### src/rtl/instr_fetch.sv
// LEGv8 instruction fetch: PC, one-at-a-time imem requests and the IF/ID register.
// Ports: clk/reset_n, imem req/addr/valid/rdata, stall/flush, branch inputs, instr/instr_pc/instr_valid.
module instr_fetch #(
  parameter logic [63:0] RESET_PC = 64'h0
) (
  input  logic        clk,
  input  logic        reset_n,
  output logic        imem_req,
  output logic [63:0] imem_addr,
  input  logic        imem_valid,
  input  logic [31:0] imem_rdata,
  input  logic        stall,
  input  logic        flush,
  input  logic        br_taken,
  input  logic        uncond_br,
  input  logic [63:0] br_pc,
  input  logic [18:0] cond_addr19,
  input  logic [25:0] br_addr26,
  output logic [31:0] instr,
  output logic [63:0] instr_pc,
  output logic        instr_valid
);

  localparam logic [2:0] S_IDLE  = 3'd0;
  localparam logic [2:0] S_ISSUE = 3'd1;
  localparam logic [2:0] S_WAIT  = 3'd2;
  localparam logic [2:0] S_HOLD  = 3'd3;
  localparam logic [2:0] S_DROP  = 3'd4;

  logic [2:0]  state_q, state_d;
  logic [63:0] pc_q, pc_d;
  logic [31:0] skid_q, skid_d;
  logic [31:0] instr_q;
  logic [63:0] instr_pc_q;
  logic        instr_valid_q;

  logic        load;
  logic [31:0] load_word;
  logic [63:0] offset;
  logic [63:0] target;
  logic [63:0] pc_inc;

  assign offset = uncond_br
    ? {{38{br_addr26[25]}}, br_addr26}
    : {{45{cond_addr19[18]}}, cond_addr19};
  assign target = br_pc + (offset << 2);
  assign pc_inc = pc_q + 64'd4;

  always_comb begin
    state_d   = state_q;
    pc_d      = pc_q;
    skid_d    = skid_q;
    load      = 1'b0;
    load_word = imem_rdata;
    unique case (state_q)
      S_IDLE: state_d = S_ISSUE;
      S_ISSUE: begin
        if (br_taken) begin
          pc_d    = target;
          state_d = S_DROP;
        end else begin
          state_d = S_WAIT;
        end
      end
      S_WAIT: begin
        if (br_taken) begin
          pc_d    = target;
          state_d = imem_valid ? S_ISSUE : S_DROP;
        end else if (imem_valid) begin
          if (stall && instr_valid_q) begin
            skid_d  = imem_rdata;
            state_d = S_HOLD;
          end else begin
            load    = 1'b1;
            pc_d    = pc_inc;
            state_d = S_ISSUE;
          end
        end
      end
      S_HOLD: begin
        if (br_taken) begin
          pc_d    = target;
          state_d = S_ISSUE;
        end else if (!stall) begin
          load      = 1'b1;
          load_word = skid_q;
          pc_d      = pc_inc;
          state_d   = S_ISSUE;
        end
      end
      S_DROP: begin
        // A late redirect retargets the PC; the stale
        // response still has to be swallowed first.
        if (br_taken) pc_d = target;
        if (imem_valid) state_d = S_ISSUE;
      end
      default: state_d = S_IDLE;
    endcase
  end

  always_ff @(posedge clk or negedge reset_n) begin
    if (!reset_n) begin
      state_q <= S_IDLE;
      pc_q    <= RESET_PC;
      skid_q  <= 32'h0;
    end else begin
      state_q <= state_d;
      pc_q    <= pc_d;
      skid_q  <= skid_d;
    end
  end

  // A load while stalled only happens into an empty
  // register, so it never overwrites a held instruction.
  always_ff @(posedge clk or negedge reset_n) begin
    if (!reset_n) begin
      instr_q       <= 32'h0;
      instr_pc_q    <= 64'h0;
      instr_valid_q <= 1'b0;
    end else if (flush || br_taken) begin
      instr_valid_q <= 1'b0;
    end else if (load) begin
      instr_q       <= load_word;
      instr_pc_q    <= pc_q;
      instr_valid_q <= 1'b1;
    end else if (!stall) begin
      instr_valid_q <= 1'b0;
    end
  end

  assign imem_req    = (state_q == S_ISSUE);
  assign imem_addr   = pc_q;
  assign instr       = instr_q;
  assign instr_pc    = instr_pc_q;
  assign instr_valid = instr_valid_q;

endmodule
### config.mk
export PLATFORM = sky130hd
export DESIGN_NAME = instr_fetch
export DESIGN_NICKNAME = d
export VERILOG_FILES = /design/src/rtl/instr_fetch.sv
export SDC_FILE = /design/constraint.sdc
export NUM_CORES = 1
export LEC_CHECK = 0
export BUFFER_PORTS_ARGS = -buffer_cell sky130_fd_sc_hd__buf_2
export CORE_MARGIN = 8
export CORE_UTILIZATION = 46
export CTS_BUF_LIST = sky130_fd_sc_hd__clkbuf_2
export CTS_CLUSTER_SIZE = 20
export DETAILED_ROUTE_END_ITERATION = 10
export PLACE_DENSITY = 0.73
export SETUP_SLACK_MARGIN = 0.4
export SKIP_CTS_REPAIR_TIMING = 1
export SLEW_MARGIN = 25
export SYNTH_ARGS = -nofsm -noshare
export SYNTH_HDL_FRONTEND = slang
export SYNTH_SLANG_ARGS = --single-unit
export TNS_END_PERCENT = 100
### constraint.sdc
create_clock -name clk -period 4.4 [get_ports clk]
set_input_delay 0.22 -clock clk [delete_from_list [all_inputs] [get_ports clk]]
set_output_delay 0.22 -clock clk [all_outputs]
set_load 0.02 [all_outputs]
; ---- Yosys cells after proc, flatten, opt, wreduce, memory -nomap -nowiden
; Index checks and enable logic that the tools add are counted.
[word_totals]
regBits = 196
in_bits = 148
output_inout_bits = 162
[classes]
bitwise_logic = 2
eq_ne = 10
muxes = 29
n_addsub = 2
n_reduce_logical = 9
[ops]
columns = operator, count
row1 = $mux 64, 6
row2 = $pmux 64 s3, 1
row3 = $mux 32, 3
row4 = $add 64x3->64 const B, 1
row5 = $add 64x64->64, 1
row6 = $mux 62, 1
row7 = $mux 3, 7
row8 = $pmux 3 s5, 1
row9 = $ne 3x3->1 const B, 3
row10 = $mux 1, 8
row11 = $eq 3x2->1 const B, 2
row12 = $reduce_and 5->1, 1
row13 = $reduce_and 4->1, 1
row14 = $eq 3x1->1 const B, 1
row15 = $eq 3x3->1 const B, 1
row16 = $logic_not 3->1, 1
row17 = $ne 3x1->1 const B, 1
row18 = $reduce_and 3->1, 1
row19 = $reduce_bool 3->1, 1
row20 = $mux 2, 1
row21 = $ne 2x1->1 const B, 1
row22 = $ne 2x2->1 const B, 1
row23 = $not 1->1, 2
row24 = $pmux 1 s2, 1
row25 = other kinds (4), 4

; ---- Longest topological paths before layout
; Gate-level depths: netlist of the first run.
[depth]
depth_word = 7
mapped_depth = 15
mapped_depth_nobuf = 12

; ---- Worst setup path after synthesis of the first run
; Ideal clock, no wire load.
[synth_timing]
kind = input -> register
from = input port uncond_br
to = register pc_q[48] (netlist: imem_addr[48])
path_buffers = 3
t_required_ns = 4.278
arrival_ns = 3.866
slack_ns = 0.413
path_stages = 15
setup_ns = 0.122
cell_sequence = clkbuf_1 -> nand2b_1 -> clkbuf_1 -> nand2_1 -> ha_1 -> clkbuf_1 -> nand2_1 -> o21ai_0 -> nand2b_1 -> a31oi_1 -> o21a_1 -> or4b_1 -> a21oi_1 -> mux2i_1 -> nand2_1
[synth_between]
elab_chain_cells = 4
elab_cells_between_ends = 6
cone_classes = add/sub: 1 / mux: 5
[synth_lines]
columns = item, line_no
row1 = start: declaration, 15  ; input logic uncond_br,
row2 = $mux 62 *, 44  ; ? {{38{br_addr26[25]}}, br_addr26}
row3 = $add 64x64->64 *, 46  ; assign target = br_pc + (offset << 2);
row4 = $mux 64 (on tied branches), n/a
row5 = $pmux 64 s3 *, 55  ; unique case (state_q)
row6 = end signal: assignment, 108  ; pc_q <= pc_d;
row7 = end: declaration, 31  ; logic [63:0] pc_q, pc_d;
; Mark *: on every way between the ends. The rest lies on a longest branch, timed or not. The select of a mux whose other input is x is not followed.
; A chain may end at the register's enable or synchronous reset.

; ---- Final worst setup path of the first run
[layout_timing]
from = register pc_q[3] (netlist: imem_addr[3])
to = register pc_q[60] (netlist: imem_addr[60])
[layout_between]
elab_chain_cells = 5
elab_cells_between_ends = 7
cone_classes = add/sub: 1 / mux: 6
[layout_lines]
columns = item, line_no
row1 = $add 64x3->64 *, 47  ; assign pc_inc = pc_q + 64'd4;
row2 = $mux 64, 70  ; if (stall && instr_valid_q) begin
row3 = $mux 64, 69  ; end else if (imem_valid) begin
row4 = $mux 64, 66  ; if (br_taken) begin
row5 = $pmux 64 s3 *, 55
; Marks and branches as above.

==> results.py, run 1 <==
metrics = {
    "layout": {
        "utilization": 0.558,
        "fin_nets": 2024,
        "drive_gt1_frac": 0.270,
        "syn_to_final_growth_pct": 20.8,
    },
    "sta": {
        "slew_headroom": 0.331,
        "rsz0062_at_grt": "false",
        "drv_slew": 0,
        "clock.fmax_ghz": 0.272,
        "finalSetupViolations": 0,
        "tns_ns": 0,
        "hold_viol": 0,
        "skew_ns": 0.0343,
        "fin_crit_ns": 3.68,
        "tightest_slew_ns": 1.00,
        "finalCritPeriodShare": 0.837,
    },
    "routing": {
        "final_antenna_net_count": 0,
        "drt-wirelength-per-cell_um": 19.5,
        "wirelength_mm": 43.2,
        "drt_iter0_drc": 1355,
        "drc": 0,
        "drtPass1Iterations": 6,
        "via_per_inst": 5.88,
        "via_count": 13000,
    },
    "worst_hold_path": {
        "hp-class": "input port to flip-flop",
        "hp-start": "br_pc[54]",
    },
    "yosys": {
        "yosys.area_share.simple": 0.164,
        "synthFlopType": "dfrtp_1",
        "synth_cell_type_count": 82,
        "synth.avg_cell_area_um2": 8.81,
        "ys_seq_elements": 196,
        "async_flop_share": 1.00,
        "synth_xor_area_frac": 0.0353,
        "yosysWarnings": 0,
        "netlist_area_mm2": 0.0132,
        "synth_edf_count": 0,
        "synth.yosys.seq_area_share": 0.373,
        "synth_nets": 1706,
        "syn_inst": 1495,
        "synthMuxAreaShare": 0.120,
        "synth_top_family_by_area": "compound AO/OA/AOI/OAI gates",
        "synth-compound-area-share": 0.216,
        "synth_adder_area_share": 0.0605,
    },
    "grt": {
        "grt_start_max_net_pins": 117,
        "grt_pass1_wl_mm": 65.4,
        "gr-total-overflow": 0,
        "grt_use_total": 0.238,
        "antenna_found_initial": 1,
        "grt_pass1_vias": 12100,
    },
    "flow_run": {
        "cap_viol_max_count": 0,
    },
    "die": {
        "core_mm2": 0.0285,
        "initial_core_util": 0.462,
        "fp.dieH_um": 185,
        "ios": 310,
        "die_x_um": 185,
        "dieArea_mm2": 0.0343,
        "rows": 62,
    },
    "worst_setup_path": {
        "r2r_slack_ns": 0.72,
        "r2r-end": "imem_addr[60]",
        "critPathLaunchType": "flip-flop",
        "worst_r2r_startpoint": "imem_addr[3]",
        "cp.required_ns": 5.11,
        "cp-endpoint": "imem_addr[60]",
        "critPathKind": "flip-flop to flip-flop",
        "critPathCaptureType": "flip-flop",
        "crit_fanout": 7,
        "worstPathArrival_ns": 4.39,
        "reg2reg_depth": 10,
        "crit_start": "imem_addr[3]",
    },
    "placement": {
        "hpwl_mm": 32.8,
        "gp_congestion": 1.02,
        "io_buffers": 309,
    },
    "clock_network": {
        "cts_sinks": 196,
        "cts_tree": "done",
        "clock-root-buffer": "clkbuf_2",
        "cts_buffers": 17,
        "clockBufferDepth": 2,
        "ctsHtreeMaxLevel": 4,
        "clk_pin_slew_worst_paths_ns": 0.27,
        "clock_latency_ns": 0.80,
    },
    "pwr": {
        "p_per_area_mw_per_mm2": 587,
        "ir_drop_uv": 232,
        "power_leakage_nw": 7.33,
    },
    "run_status": {
        "run_status": "finished, final reports clean",
    },
}
area by class of cell:
type                            count  area, um2
Clock inverter                     11        114
Sequential cell                   196       4900
Clock buffer                       19       95.1
Inverter                           22       82.6
Multi-Input combinational cell   1187       7870
Fill cell                        2596      12600
Tap cell                          384        480
Timing Repair Buffer              389       2350
Antenna cell                        1       2.50
where the power goes:
part           internal [W]  switching (W)  leakage (nW)
clock              0.000250       0.000602         0.118
combinational       0.00183        0.00330          4.73
sequential          0.00252       0.000822          2.49
sequential cells by signal, indices dropped and copies added, names as in the netlist:
signal and flops:
imem_addr 64, instr 32, instr_pc 64, instr_valid 1
skid_q 32, state_q 3
cell usage after synthesis, types with 20 or more instances:
master,instances,area share
xnor2_1,33,0.022
inv_1,22,0.0063
o21bai_1,22,0.013
a21o_1,20,0.011
o21ai_0,136,0.052
xor2_1,20,0.013
nand3_1,43,0.016
nand4_1,38,0.018
dfrtp_1,196,0.37
mux2_2,108,0.092
clkbuf_1,85,0.024
nand2_1,187,0.053
mux2i_1,36,0.027
nor2_1,79,0.023
ha_1,62,0.059
a21oi_1,170,0.065
nor3_1,36,0.014
critical path, cell delays in order (launching register included):
cell,delay (ns)
dfrtp_1,0.52
ha_1,0.29
nand4_1,0.30
or3_4,0.53
nor4_4,0.44
nand3_2,0.20
o21ai_0,0.20
nand2_1,0.07
a221oi_1,0.29
o311ai_1,0.16
dlygate4sd3_1,0.58
cells by family (layout without fill, tap and decap cells):
family | Yosys count | after routing
compound gates | 472 | 472
other cells | 0 | 1
buf+inv | 112 | 441
fa+ha+maj | 63 | 63
mux | 144 | 144
xor+xnor | 53 | 53
flops | 196 | 196
simple gates | 455 | 455
per-stage QoR:
step	std cells	hold slack, ns	cell area, um2	total power [W]	setup WS, ns
detailed placement	2113	0.403	15000	0.00837	0.507
global route	2209	0.00591	15900	0.00996	0.546
global placement	2113	0.393	15000	0.00824	0.570
finish	2209	0.0563	15900	0.00933	0.718
floorplan	1495	-0.0756	13200	0.00642	0.413
CTS	2143	-0.538	15200	0.00922	1.33
layout by cell type (no fill, tap or decap), types with 9 or more instances in the layout:
cell type	Yosys	layout
buf_2	1	308
dfrtp_1	196	196
nand2_1	187	187
a21oi_1	170	170
o21ai_0	136	136
mux2_2	108	108
nor2_1	79	77
dlygate4sd3_1	0	63
ha_1	62	62
nand3_1	43	42
nand4_1	38	38
mux2i_1	36	36
nor3_1	36	34
xnor2_1	33	33
inv_1	22	22
o21bai_1	22	22
a21o_1	20	20
xor2_1	20	20
clkbuf_2	0	19
o22ai_1	17	17
and3_1	16	16
a31oi_1	15	15
buf_4	1	15
o21a_1	12	12
nand2b_1	10	10
o211ai_1	9	9
per-layer routing:
layer | part of all wire | vias to the layer above | wire length, um | track usage
met1 | 0.45 | 6172 | 19200 | 0.330
met2 | 0.45 | 603 | 19300 | 0.371
li1 | - | 6134 | - | -
met3 | 0.077 | 82 | 3340 | 0.0422
met4 | 0.030 | 0 | 1310 | 0.0845
met5 | 0 | - | 0 | 0
how the worst min path moves through the flow:
stage                               end  slack (ns)  cells after the start
after global routing      imem_addr[12]       0.006                      5
after CTS                   instr_valid       -0.54                      2
after global placement      instr_valid        0.39                      2
after floorplan            imem_addr[0]       -0.08                      0
final                     imem_addr[54]        0.06                      4
after detailed placement    instr_valid        0.40                      2
No activity file was read; power rests on OpenSTA's default activity.
==> inputs of run 2 (changes only) <==
--- a/config.mk
+++ b/config.mk
@@ -11,7 +11,7 @@
 export CTS_BUF_LIST = sky130_fd_sc_hd__clkbuf_2
 export CTS_CLUSTER_SIZE = 20
 export DETAILED_ROUTE_END_ITERATION = 10
-export PLACE_DENSITY = 0.73
+export PLACE_DENSITY = 0.76
 export SETUP_SLACK_MARGIN = 0.4
 export SKIP_CTS_REPAIR_TIMING = 1
 export SLEW_MARGIN = 25
==> constraint.sdc (replaced) <==
create_clock -name clk -period 3.2 [get_ports clk]
set_input_delay 0.16 -clock clk [delete_from_list [all_inputs] [get_ports clk]]
set_output_delay 0.16 -clock clk [all_outputs]
set_load 0.02 [all_outputs]
==> run 2 against run 1 <==
  * Clock skew is 0.0046 ns higher
  * Final area is 12% higher
  * Clock power is 42% higher
  * Critical endpoint is now imem_addr[53]
  * Largest power group unchanged
==> results.py, run 2 (synthesized netlist as in run 1, its figures left out) <==
metrics = {
    "sta": {
        "tightest_slew_ns": 0.606,
        "rsz0062_at_grt": "true",
        "timing.hold.ws_ns": 0.00780,
        "finalCritPeriodShare": 0.841,
        "slew_headroom": 0.596,
        "drv_slew": 0,
        "clock.fmax_ghz": 0.371,
        "skew_ns": 0.0389,
        "hold_viol": 0,
        "fin_crit_ns": 2.69,
        "finalSetupViolations": 0,
    },
    "die": {
        "rows": 62,
        "die_x_um": 185,
        "ios": 310,
        "fp.dieH_um": 185,
        "core_mm2": 0.0285,
        "initial_core_util": 0.462,
        "dieArea_mm2": 0.0343,
    },
    "grt": {
        "grt_pass1_wl_mm": 69.1,
        "gr-total-overflow": 0,
        "grtUsageMet2": 0.401,
        "grt_pass1_vias": 13400,
        "antenna_found_initial": 2,
        "grt_start_max_net_pins": 81,
        "met3_usage": 0.0392,
        "use_met1": 0.332,
        "busiest_layer": "met2",
        "grt_use_total": 0.249,
    },
    "worst_setup_path": {
        "critPathKind": "input port to flip-flop",
        "critPathLaunchType": "input port",
        "cp.required_ns": 3.94,
        "crit_fanout": 4,
        "critPathCaptureType": "flip-flop",
        "worstPathArrival_ns": 3.43,
    },
    "layout": {
        "utilization": 0.627,
        "final_cell_mix": "buf_2, buf_4, nand2_1, dfrtp_1, a21oi_1",
        "syn_to_final_growth_pct": 35.6,
        "mostFrequentLayoutCell": "buf_2",
        "fin_nets": 2249,
        "drive_gt1_frac": 0.366,
        "final_cells": 2436,
        "n_fill_cell": 2397,
    },
    "clock_network": {
        "clock-root-buffer": "clkbuf_2",
        "cts_sinks": 196,
        "cts_tree": "done",
        "clock_latency_ns": 0.83,
        "cts_buffers": 17,
        "clockBufferDepth": 2,
        "clk_pin_slew_worst_paths_ns": 0.30,
        "ctsHtreeMaxLevel": 4,
    },
    "pwr": {
        "power_frac_seq": 0.338,
        "p_clk_frac": 0.089,
        "ir_drop_uv": 422,
        "sw_frac_of_total": 0.499,
        "power_frac_comb": 0.573,
        "power_leakage_nw": 8.46,
        "power_switching_w": 0.00677,
        "power.internal_w": 0.00679,
        "p_per_area_mw_per_mm2": 760,
    },
    "flow_run": {
        "cap_viol_max_count": 0,
    },
    "routing": {
        "drt-wirelength-per-cell_um": 18.6,
        "via_count": 14000,
        "final_antenna_net_count": 0,
        "wirelength_mm": 45.3,
        "drt_iter0_drc": 1394,
        "drc": 0,
        "via_per_inst": 5.74,
        "drtPass1Iterations": 6,
    },
    "placement": {
        "gp_congestion": 0.937,
        "hpwl_mm": 34.5,
        "io_buffers": 309,
        "dp.cells": 2310,
    },
    "worst_hold_path": {
        "hp-class": "input port to flip-flop",
    },
    "run_status": {
        "run_status": "finished, final reports clean",
    },
}
-- run 2: changes by cell type in the layout (fill, tap and decap cells not counted), sizes merged --
cell and change:
buf +219, dlygate4sd3 +5, inv +5, clkinvlp -3, bufinv -1, clkbuf +1
clkinv +1
-- run 2: area by class of cell --
| class | instances | area (um2) | share of cell area |
|---|---|---|---|
| flip-flops and latches | 196 | 4920 | 0.276 |
| clock inverters | 13 | 126 | 0.00708 |
| diodes | 1 | 2.50 | 0.000140 |
| well taps | 384 | 480 | 0.0269 |
| multi-input cells | 1187 | 8050 | 0.451 |
| clock buffers | 19 | 95.1 | 0.00533 |
| inverters | 22 | 82.6 | 0.00463 |
| repair buffers | 614 | 4100 | 0.229 |
-- run 2: worst paths after layout --
path                       depth (start not counted)          start            end  slack, ns
setup / recovery                                  12       br_pc[3]  imem_addr[53]       0.51
hold / removal                                     6       br_pc[8]   imem_addr[8]      0.008
setup reg to reg                                  10  imem_addr[13]  imem_addr[55]       0.52
hold reg to reg                                    2    instr_pc[7]    instr_pc[7]       0.52
max in group asynchronous                          4        reset_n  imem_addr[37]       2.34
min in group asynchronous                          4        reset_n       instr[2]       0.45
-- run 2: routing by layer --
metal	share of wire	wire, um
met5	0.00040	18
met4	0.034	1560
met3	0.078	3520
met2	0.46	20900
met1	0.43	19300
-- run 2: worst max-delay path, cell delays in order --
cell           delay, ns
dlygate4sd3_1       0.55
buf_2               0.14
ha_1                0.29
a211oi_1            0.09
o311a_1             0.36
or4_4               0.57
a211oi_2            0.37
o21ai_2             0.17
o41ai_4             0.29
buf_4               0.17
xnor2_1             0.12
o221ai_1            0.15
-- run 2: through the flow --
step / setup WS [ns] / area, um2 / total power [W] / TNS, ns
2_1_floorplan: 0.181 / 13300 / 0.00887 / 0
3_3_place_gp: -0.208 / 16700 / 0.0117 / -2.02
3_5_place_dp: -0.275 / 16700 / 0.0120 / -3.97
4_1_cts: 0.255 / 16900 / 0.0131 / 0
5_1_grt: 0.331 / 17900 / 0.0144 / 0
6_report: 0.508 / 17900 / 0.0136 / 0
-- run 2: power groups by stage --
stage | Combinational (W) | Sequential (W) | Clock (W)
floorplan | 0.00345 | 0.00542 | 0
global placement | 0.00717 | 0.00455 | 0
detailed placement | 0.00734 | 0.00461 | 0
CTS | 0.00736 | 0.00455 | 0.00123
global route | 0.00838 | 0.00472 | 0.00133
finish | 0.00777 | 0.00458 | 0.00121
==> inputs of run 3 (changes only) <==
--- a/config.mk
+++ b/config.mk
@@ -11,7 +11,7 @@
 export CTS_BUF_LIST = sky130_fd_sc_hd__clkbuf_2
 export CTS_CLUSTER_SIZE = 20
 export DETAILED_ROUTE_END_ITERATION = 10
-export PLACE_DENSITY = 0.76
+export PLACE_DENSITY = 0.73
 export SETUP_SLACK_MARGIN = 0.4
 export SKIP_CTS_REPAIR_TIMING = 1
 export SLEW_MARGIN = 25
==> constraint.sdc (replaced) <==
create_clock -name clk -period 2.6 [get_ports clk]
set_input_delay 0.13 -clock clk [delete_from_list [all_inputs] [get_ports clk]]
set_output_delay 0.13 -clock clk [all_outputs]
set_load 0.02 [all_outputs]
==> run 3 against run 2 <==
  * Global-route usage is 0.96 points higher
  * First-iteration DRC count is 7.7% lower
  * Register-to-register slack worse by 0.43 ns
  * Total power is 35% higher
  * Sequential share of layout area is 2.7 points lower
  * Count of clock-buffer cells in the layout is 2 lower
  * Critical path depth is 1 lower
==> results.py, run 3 (synthesized netlist as in run 1, its figures left out) <==
metrics = {
    "run_status": {
        "run_status": "finished, final reports clean",
    },
    "worst_setup_path": {
        "worst_r2r_startpoint": "imem_addr[40]",
        "cp.required_ns": 3.36,
        "critPathCaptureType": "flip-flop",
        "worstPathArrival_ns": 3.27,
        "r2r_slack_ns": 0.09,
        "r2r-end": "imem_addr[56]",
        "reg2reg_depth": 11,
        "critPathKind": "flip-flop to flip-flop",
        "critPathLaunchType": "flip-flop",
        "crit_fanout": 6,
    },
    "routing": {
        "via_per_inst": 5.72,
        "via_count": 14700,
        "drtPass1Iterations": 5,
        "wirelength_mm": 49.1,
        "drt_iter0_drc": 1286,
        "drt-wirelength-per-cell_um": 19.2,
        "final_antenna_net_count": 0,
        "drc": 0,
    },
    "layout": {
        "utilization": 0.692,
        "multiInputGateArea_mm2": 0.00876,
        "n_fill_cell": 2182,
        "drive_gt1_frac": 0.448,
        "fin_nets": 2375,
        "final_cell_mix": "buf_4, buf_2, dfrtp_1, nand2_1, a21oi_1",
        "mostFrequentLayoutCell": "buf_4",
        "seq_area_mm2": 0.00491,
        "final_cells": 2562,
        "syn_to_final_growth_pct": 49.7,
    },
    "grt": {
        "gr-total-overflow": 0,
        "grt_pass1_vias": 13700,
        "grt_pass1_wl_mm": 71.3,
        "grt_use_total": 0.258,
        "grt_start_max_net_pins": 99,
        "antenna_found_initial": 1,
    },
    "clock_network": {
        "ctsHtreeMaxLevel": 4,
        "cts_tree": "done",
        "clock-root-buffer": "clkbuf_2",
        "cts_sinks": 196,
        "clk_pin_slew_worst_paths_ns": 0.29,
        "clock_latency_ns": 0.80,
        "clockBufferDepth": 2,
        "cts_buffers": 17,
    },
    "placement": {
        "gp_congestion": 0.952,
        "io_buffers": 309,
        "dp.cells": 2425,
        "hpwl_mm": 36.3,
    },
    "sta": {
        "rsz0062_at_grt": "true",
        "hold_viol": 0,
        "tightest_slew_ns": 0.505,
        "slew_headroom": 0.663,
        "drv_slew": 0,
        "finalCritPeriodShare": 0.965,
        "fin_crit_ns": 2.51,
        "skew_ns": 0.0366,
        "clock.fmax_ghz": 0.399,
        "finalSetupViolations": 0,
    },
    "flow_run": {
        "cap_viol_max_count": 0,
    },
    "pwr": {
        "ir_drop_uv": 622,
        "total_power_w": 0.0184,
        "p_per_area_mw_per_mm2": 932,
        "power_leakage_nw": 9.31,
    },
    "die": {
        "dieArea_mm2": 0.0343,
        "core_mm2": 0.0285,
        "ios": 310,
        "rows": 62,
        "die_x_um": 185,
        "fp.dieH_um": 185,
        "initial_core_util": 0.462,
    },
    "worst_hold_path": {
        "holdPathEnd": "imem_addr[49]",
        "hp-start": "br_pc[49]",
        "hp-class": "input port to flip-flop",
        "min_path_cells": 6,
    },
}
## run 3: how the worst max path moves through the flow
stage                        from             to  slack [ns]  cells after the start
floorplan               uncond_br  imem_addr[52]       -0.39                     13
global placement        uncond_br  imem_addr[48]       -0.76                     12
detailed placement      uncond_br  imem_addr[48]       -0.88                     12
CTS                  imem_addr[2]  imem_addr[60]       -0.03                      9
global route        imem_addr[41]  imem_addr[63]        0.01                     10
finish              imem_addr[40]  imem_addr[56]        0.09                     11
## run 3: per-layer routing
layer  vias to the layer above  wire [um]  global-route usage
met5                         -          0                   0
met4                         0       1640              0.0909
met3                       120       3920              0.0488
met2                       710      22900               0.409
met1                      6981      20700               0.349
li1                       6853          -                   -
## run 3: area by class of cell
| class | count | share of cell area |
|---|---|---|
| clock inverter | 15 | 0.0110 |
| tap | 384 | 0.0244 |
| antenna | 1 | 0.000127 |
| clock buffer | 17 | 0.00432 |
| multi-input combinational | 1187 | 0.444 |
| sequential | 196 | 0.249 |
| inverter | 22 | 0.00419 |
| timing repair buffer | 740 | 0.262 |
## run 3: report_power, final
part	total (W)	internal, W	switching [W]
Clock	0.00178	0.000663	0.00112
Sequential	0.00531	0.00427	0.00104
Combinational	0.0113	0.00449	0.00679
## run 3: through the flow
step           TNS [ns]  instance area, um2  hold slack (ns)  setup slack [ns]
4_1_cts         -0.0304               18000           -0.790           -0.0304
3_3_place_gp     -27.71               17700            0.157            -0.759
2_1_floorplan     -5.49               13400           -0.166            -0.388
6_report              0               19700           0.0232            0.0917
5_1_grt               0               19700        0.0000521            0.0127
3_5_place_dp     -30.56               17700            0.159            -0.884
## run 3: worst max-delay path, stage by stage, from the launching register on
cell and delay (ns):
dfrtp_1 0.46, nand4_1 0.17, buf_4 0.20, nor3_2 0.17
nand3_2 0.15, nor4_4 0.41, nand3_2 0.13, buf_4 0.18
nor4_1 0.29, a21oi_1 0.09, nand2_1 0.13, a211o_1 0.10
